$ cat config.mk
export PLATFORM = sky130hd
export DESIGN_NAME = arbitro_rr
export DESIGN_NICKNAME = d
export VERILOG_FILES = /design/src/rtl/arbitro_rr_pkg.sv /design/src/rtl/arbitro_rr_contador_espera.sv /design/src/rtl/arbitro_rr.sv
export SDC_FILE = /design/constraint.sdc
export NUM_CORES = 1
export LEC_CHECK = 0
export CAP_MARGIN = 20
export CORE_ASPECT_RATIO = 0.9
export CORE_MARGIN = 1
export CORE_UTILIZATION = 45
export CTS_BUF_LIST = sky130_fd_sc_hd__clkbuf_16
export CTS_CLUSTER_DIAMETER = 50
export DETAILED_ROUTE_END_ITERATION = 12
export PLACE_DENSITY = 0.77
export SETUP_SLACK_MARGIN = 0.15
export SLEW_MARGIN = 15
export SYNTH_ARGS = -nofsm -noshare
export SYNTH_HDL_FRONTEND = slang
export SYNTH_SLANG_ARGS = --single-unit
$ cat constraint.sdc
create_clock -name clk -period 5.8 [get_ports clk]
set_clock_uncertainty 0.2 [all_clocks]
set_input_delay 1.74 -clock clk [delete_from_list [all_inputs] [get_ports clk]]
set_output_delay 1.74 -clock clk [all_outputs]
set_load 0.05 [all_outputs]
$ cat src/rtl/arbitro_rr_pkg.sv
// Shared router definitions: direction indices, arbiter defaults and
// the round-robin priority search helper used by the output-port arbiters.
package arbitro_rr_pkg;

  // Request-bit positions of each router direction
  typedef enum logic [2:0] {
    DIR_CORE     = 3'd0,
    DIR_DIREITA  = 3'd1,
    DIR_ESQUERDA = 3'd2,
    DIR_BAIXO    = 3'd3,
    DIR_CIMA     = 3'd4
  } dir_e;

  localparam int N_PORTAS_DEF   = 5;
  localparam int WAIT_W_DEF     = 4;
  localparam int STARVE_LIM_DEF = 8;

  // Widest requester vector the search helper handles
  localparam int MAX_PORTAS = 16;
  localparam int IDX_W      = 4;

  // Result of one priority search
  typedef struct packed {
    logic             found;
    logic [IDX_W-1:0] idx;
  } busca_t;

  // Walk ptr, ptr-1, ..., 0, n-1, ..., ptr+1 and return the first set
  // bit of mask. n and ptr are expected in range (ptr < n <= MAX_PORTAS).
  function automatic busca_t busca_prioridade(
    input logic [MAX_PORTAS-1:0] mask,
    input int                    n,
    input int                    ptr
  );
    busca_t r;
    int     pos;
    r   = '0;
    pos = 0;
    for (int k = 0; k < MAX_PORTAS; k++) begin
      if (k < n) begin
        if (ptr >= k) begin
          pos = ptr - k;
        end else begin
          pos = ptr + n - k;
        end
        if (!r.found && mask[pos[IDX_W-1:0]]) begin
          r.found = 1'b1;
          r.idx   = pos[IDX_W-1:0];
        end else begin
          r = r;
        end
      end else begin
        r = r;
      end
    end
    return r;
  endfunction

endpackage

$ cat src/rtl/arbitro_rr_contador_espera.sv
// Per-requester wait counter with registered starvation flag.
// The counter saturates at all-ones so a long wait never wraps back
// to a small value and silently clears the flag.
module contador_espera
  import arbitro_rr_pkg::*;
#(
  parameter int WAIT_W     = WAIT_W_DEF,
  parameter int STARVE_LIM = STARVE_LIM_DEF
) (
  input  logic clk,
  input  logic rst,
  input  logic req,
  input  logic grant,
  output logic starve
);

  localparam logic [WAIT_W-1:0] CNT_MAX = {WAIT_W{1'b1}};
  localparam logic [WAIT_W-1:0] LIM     = WAIT_W'(STARVE_LIM);

  logic [WAIT_W-1:0] count;
  logic [WAIT_W-1:0] count_next;

  // Next wait count: clear on grant or idle, else saturating increment
  always_comb begin
    count_next = count;
    if (grant || !req) begin
      count_next = '0;
    end else if (count != CNT_MAX) begin
      count_next = count + WAIT_W'(1);
    end else begin
      count_next = count;
    end
  end

  // Counter and starvation flag registers, flag follows the updated count
  always_ff @(posedge clk) begin
    if (rst) begin
      count  <= '0;
      starve <= 1'b0;
    end else begin
      count  <= count_next;
      starve <= (count_next >= LIM);
    end
  end

endmodule

$ cat src/rtl/arbitro_rr.sv
// Round-robin arbiter for one router output port with starvation override.
// Grant is combinational from req and registered state so a request that
// disappears is never granted on stale information.
module arbitro_rr
  import arbitro_rr_pkg::*;
#(
  parameter int N_PORTAS   = N_PORTAS_DEF,
  parameter int WAIT_W     = WAIT_W_DEF,
  parameter int STARVE_LIM = STARVE_LIM_DEF
) (
  input  logic                clk,
  input  logic                rst,
  input  logic [N_PORTAS-1:0] req,
  output logic [N_PORTAS-1:0] grant,
  output logic [N_PORTAS-1:0] starve,
  output logic                busy
);

  localparam int PTR_W = (N_PORTAS > 1) ? $clog2(N_PORTAS) : 1;
  localparam logic [PTR_W-1:0] PTR_RST = PTR_W'(N_PORTAS - 1);

  logic [PTR_W-1:0]      ptr;
  logic [PTR_W-1:0]      ptr_next;
  logic [MAX_PORTAS-1:0] mask_normal;
  logic [MAX_PORTAS-1:0] mask_fome;
  busca_t                res_normal;
  busca_t                res_fome;
  busca_t                sel;

  // Index just below idx in circular order; the winner drops to lowest priority
  function automatic logic [PTR_W-1:0] anterior(input logic [IDX_W-1:0] idx);
    logic [PTR_W-1:0] r;
    if (idx == {IDX_W{1'b0}}) begin
      r = PTR_RST;
    end else begin
      r = PTR_W'(idx - IDX_W'(1));
    end
    return r;
  endfunction

  // Both searches run every cycle; starving requesters win when present
  always_comb begin
    mask_normal = '0;
    mask_fome   = '0;
    grant       = '0;
    ptr_next    = ptr;
    mask_normal[N_PORTAS-1:0] = req;
    mask_fome[N_PORTAS-1:0]   = req & starve;
    res_normal = busca_prioridade(mask_normal, N_PORTAS, int'(ptr));
    res_fome   = busca_prioridade(mask_fome, N_PORTAS, int'(ptr));
    if (res_fome.found) begin
      sel = res_fome;
    end else begin
      sel = res_normal;
    end
    for (int i = 0; i < N_PORTAS; i++) begin
      grant[i] = sel.found && (sel.idx == IDX_W'(i));
    end
    if (sel.found) begin
      ptr_next = anterior(sel.idx);
    end else begin
      ptr_next = ptr;
    end
    busy = |grant;
  end

  // Rotation pointer; reset puts cima at the top of the search
  always_ff @(posedge clk) begin
    if (rst) begin
      ptr <= PTR_RST;
    end else begin
      ptr <= ptr_next;
    end
  end

  // One wait counter / starvation flag per requester
  for (genvar i = 0; i < N_PORTAS; i++) begin : g_cnt
    contador_espera #(
      .WAIT_W     (WAIT_W),
      .STARVE_LIM (STARVE_LIM)
    ) u_cnt (
      .clk    (clk),
      .rst    (rst),
      .req    (req[i]),
      .grant  (grant[i]),
      .starve (starve[i])
    );
  end

endmodule

==> metrics.log <==
INFO  metric outcome = finished with violations
INFO  metric failing_checks = negative setup slack
INFO  metric synth_area_leaders = dfxtp_1 (16%), ha_1 (6.9%), mux2i_1 (6.5%)
INFO  metric grt_first_pass_wirelength = ~15 mm
INFO  metric cts_inserted_buffers = 3
INFO  metric num-nets-final = 460
INFO  metric synth_largest_area_cell = dfxtp_1
INFO  metric async_flop_share = 0%
INFO  metric maxClockFrequency = 162 MHz
INFO  metric root_buffer = clkbuf_16
INFO  metric number_of_enable_type_register_cells_in_the_synthesized_netlist = 0
INFO  metric timing_hold_violations_final = 0
INFO  metric antenna_found_initial = 0
INFO  metric cts_tree = yes
INFO  metric total_overflow_reported_by_the_global_router = 0
INFO  metric floorplan.initialDensity = a little under half
INFO  metric worst-endpoint-arrival = between 4 and 5 ns
INFO  metric seqCellArea = between 400 and 500 µm²
INFO  metric worst_pin_slew = 0.650 ns
INFO  metric final_layout_size_suffix_gt1_share = approximately 37%
INFO  metric final.setup.tns = -1.44 ns
INFO  metric drt_first_pass_iters = 5
INFO  metric rsz0062_at_grt = yes
INFO  metric drt_iter0_drc = around 420
INFO  metric cts.htree.levels = 1
INFO  metric layout_worst_path_cycle_share = 106%
INFO  metric setup_viol_count_final = 5
INFO  metric n_antenna_cell = 0
INFO  metric multi_input_comb_area = ~2400 µm²
INFO  metric end_kind = output pin
INFO  metric period_minus_slack = about 6 ns
INFO  metric die-area = slightly below 7000 µm²
INFO  metric fillers = roughly 480
INFO  metric placement.io_buffers = 17
INFO  metric areaGrowthSynthToFinish = 39.0%
INFO  metric io-pin-count = 18
INFO  metric floorplan.rows = 27
INFO  metric synth-main-ff-cell = dfxtp_1
INFO  metric synth_cell_type_count = 75
INFO  metric max_slew_margin = between 50% and 60%
INFO  metric via_per_inst = about 6.3
INFO  metric core-area = 6180 µm²
INFO  metric remaining_drc_errors = 0
INFO  metric die_w = slightly below 90 µm
INFO  metric ys_seq_area_share = 16.5%
INFO  metric startpoint_type = input pin
INFO  metric hp-class = register to register
INFO  metric clock_insertion_delay_worst_skew = roughly 0.26 ns
INFO  metric crit_path_max_fanout = 5
INFO  metric layout_setup_ws = -0.362 ns
INFO  metric synth_seq_cells = 24
INFO  metric synth_most_common_cell = nor2_1
INFO  metric max-cap-violations = 0
INFO  metric netlist_top_cells_count = nor2_1 (28), dfxtp_1 (24), nand2_1 (22)
INFO  metric cts_buffer_depth = 2
INFO  metric syn-mean-instance-area = between 8 and 9 µm²
INFO  metric required = around 3.9 ns
INFO  metric post_synth_instance_area = roughly 2900 µm²
INFO  metric clock-sinks = 24
INFO  metric cts-hold-fix-buffers = 0
INFO  metric detailroute.via_count = around 3300
INFO  metric final-max-slew-violation-count = 0
INFO  metric route.final.wire_length = between 10 and 15 mm
INFO  metric routabilityCongestion = 1.03
INFO  metric cell_count_after_synthesis = between 300 and 400
INFO  metric syn-num-nets = between 300 and 400
INFO  metric clk_pin_slew = 0.07 ns
INFO  metric area_fraction_of_the_dominant_cell_type_after_synthesis = about 16%
INFO  metric wl_per_cell = between 15 and 20 µm
INFO  metric grt_start_max_net_pins = 29
INFO  metric dieHeight = between 70 and 80 µm
INFO  metric ys.warnings.count = 0
INFO  metric criticalPathCategory = input pin to output pin
INFO  metric postRouteAntennaNets = 0
INFO  metric grt_pass1_vias = around 3000
INFO  metric dpl.hpwl = around 6.9 mm
INFO  metric globalRouteTotalUtil = 27.9%
## worst max-delay path, cell delays in order
cell and delay [ns]:
buf_12 0.11, buf_6 0.11, mux2_4 0.29, mux4_2 0.46, o21a_1 0.23, a41oi_4 0.18
buf_4 0.15, o211ai_1 0.14, a31o_4 0.30, nor4b_4 0.31, buf_12 0.18
## state kept, by name (all words and copies together) (netlist names)
register / count
g_cnt.u_cnt.count: 20
g_cnt.u_cnt.starve: 1
ptr: 3
## layout by cell type, fill, tap and decap left out, types with 5 or more instances in the layout
master,synthesis,routed
buf_4,13,73
nor2_1,28,27
dfxtp_1,24,23
nand3_1,21,21
nand2_1,22,20
nor3_1,20,19
mux2i_1,19,18
ha_1,16,15
a21oi_1,17,13
nand2b_1,11,11
buf_6,1,11
a31oi_1,11,9
xnor2_1,8,8
nor2b_1,7,7
buf_12,0,7
inv_1,8,6
o21ai_0,11,6
o21ai_1,4,6
clkdlybuf4s50_1,0,6
a21oi_2,1,5
xor2_1,5,5
a21o_1,5,5
mux2_4,0,5
## final cells by class
| cell class | instances | area share [%] |
|---|---|---|
| repair buffers | 98 | 21.6 |
| clock inverters | 1 | 0.741 |
| clock buffers | 3 | 1.85 |
| flip-flops and latches | 24 | 11.9 |
| multi-input cells | 300 | 60.3 |
| inverters | 10 | 0.926 |
| well taps | 87 | 2.69 |
## logic make-up after synthesis
kind of cell	Yosys count	synth area share, %
simple gates	151	29.1
compound gates	92	25.4
buf+inv	40	7.47
mux	28	10.8
flops	24	16.5
fa+ha+maj	16	6.87
xor+xnor	13	3.91
## path summary, 6_finish.rpt
path / start / end / slack (ns) / cells past startpoint
worst min register to register: g_cnt[1].u_cnt.count[1] / g_cnt[1].u_cnt.count[1] / 0.34 / 2
worst min-delay path: g_cnt[1].u_cnt.count[1] / g_cnt[1].u_cnt.count[1] / 0.34 / 2
worst max-delay path: req[0] / grant[0] / -0.36 / 11
worst max register to register: ptr[1] / g_cnt[4].u_cnt.count[3] / 1.37 / 17
## what timing repair did
action	in CTS	in global routing
hold endpoints to repair	0	0
resized for setup	44	45
endpoints found under the setup margin	6	6
setup buffers	3	14
pin swaps	9	25
## stage by stage
step | setup slack [ns] | hold slack (ns) | instances | cell area [µm²] | utilization (%)
floorplan | -0.116 | 0.305 | 364 | 2990 | -
global placement | -0.860 | 0.317 | 502 | 3580 | 57.8
detailed placement | -0.875 | 0.334 | 502 | 3580 | 57.8
CTS | -0.280 | 0.348 | 509 | 3770 | 61.0
global route | -0.412 | 0.391 | 523 | 4050 | 65.5
finish | -0.362 | 0.343 | 523 | 4050 | 65.5
## layer usage
layer	global-route usage, %	vias up	routed length, µm
met3	6.20	40	997
met1	36.2	1560	4020
li1	-	1492	-
met5	0	-	0
met4	8.33	0	367
met2	45.7	195	4690
Power is left out: the tool's default activity adds up to more than one toggle a clock period on the data nets, which glitch-free logic cannot reach.
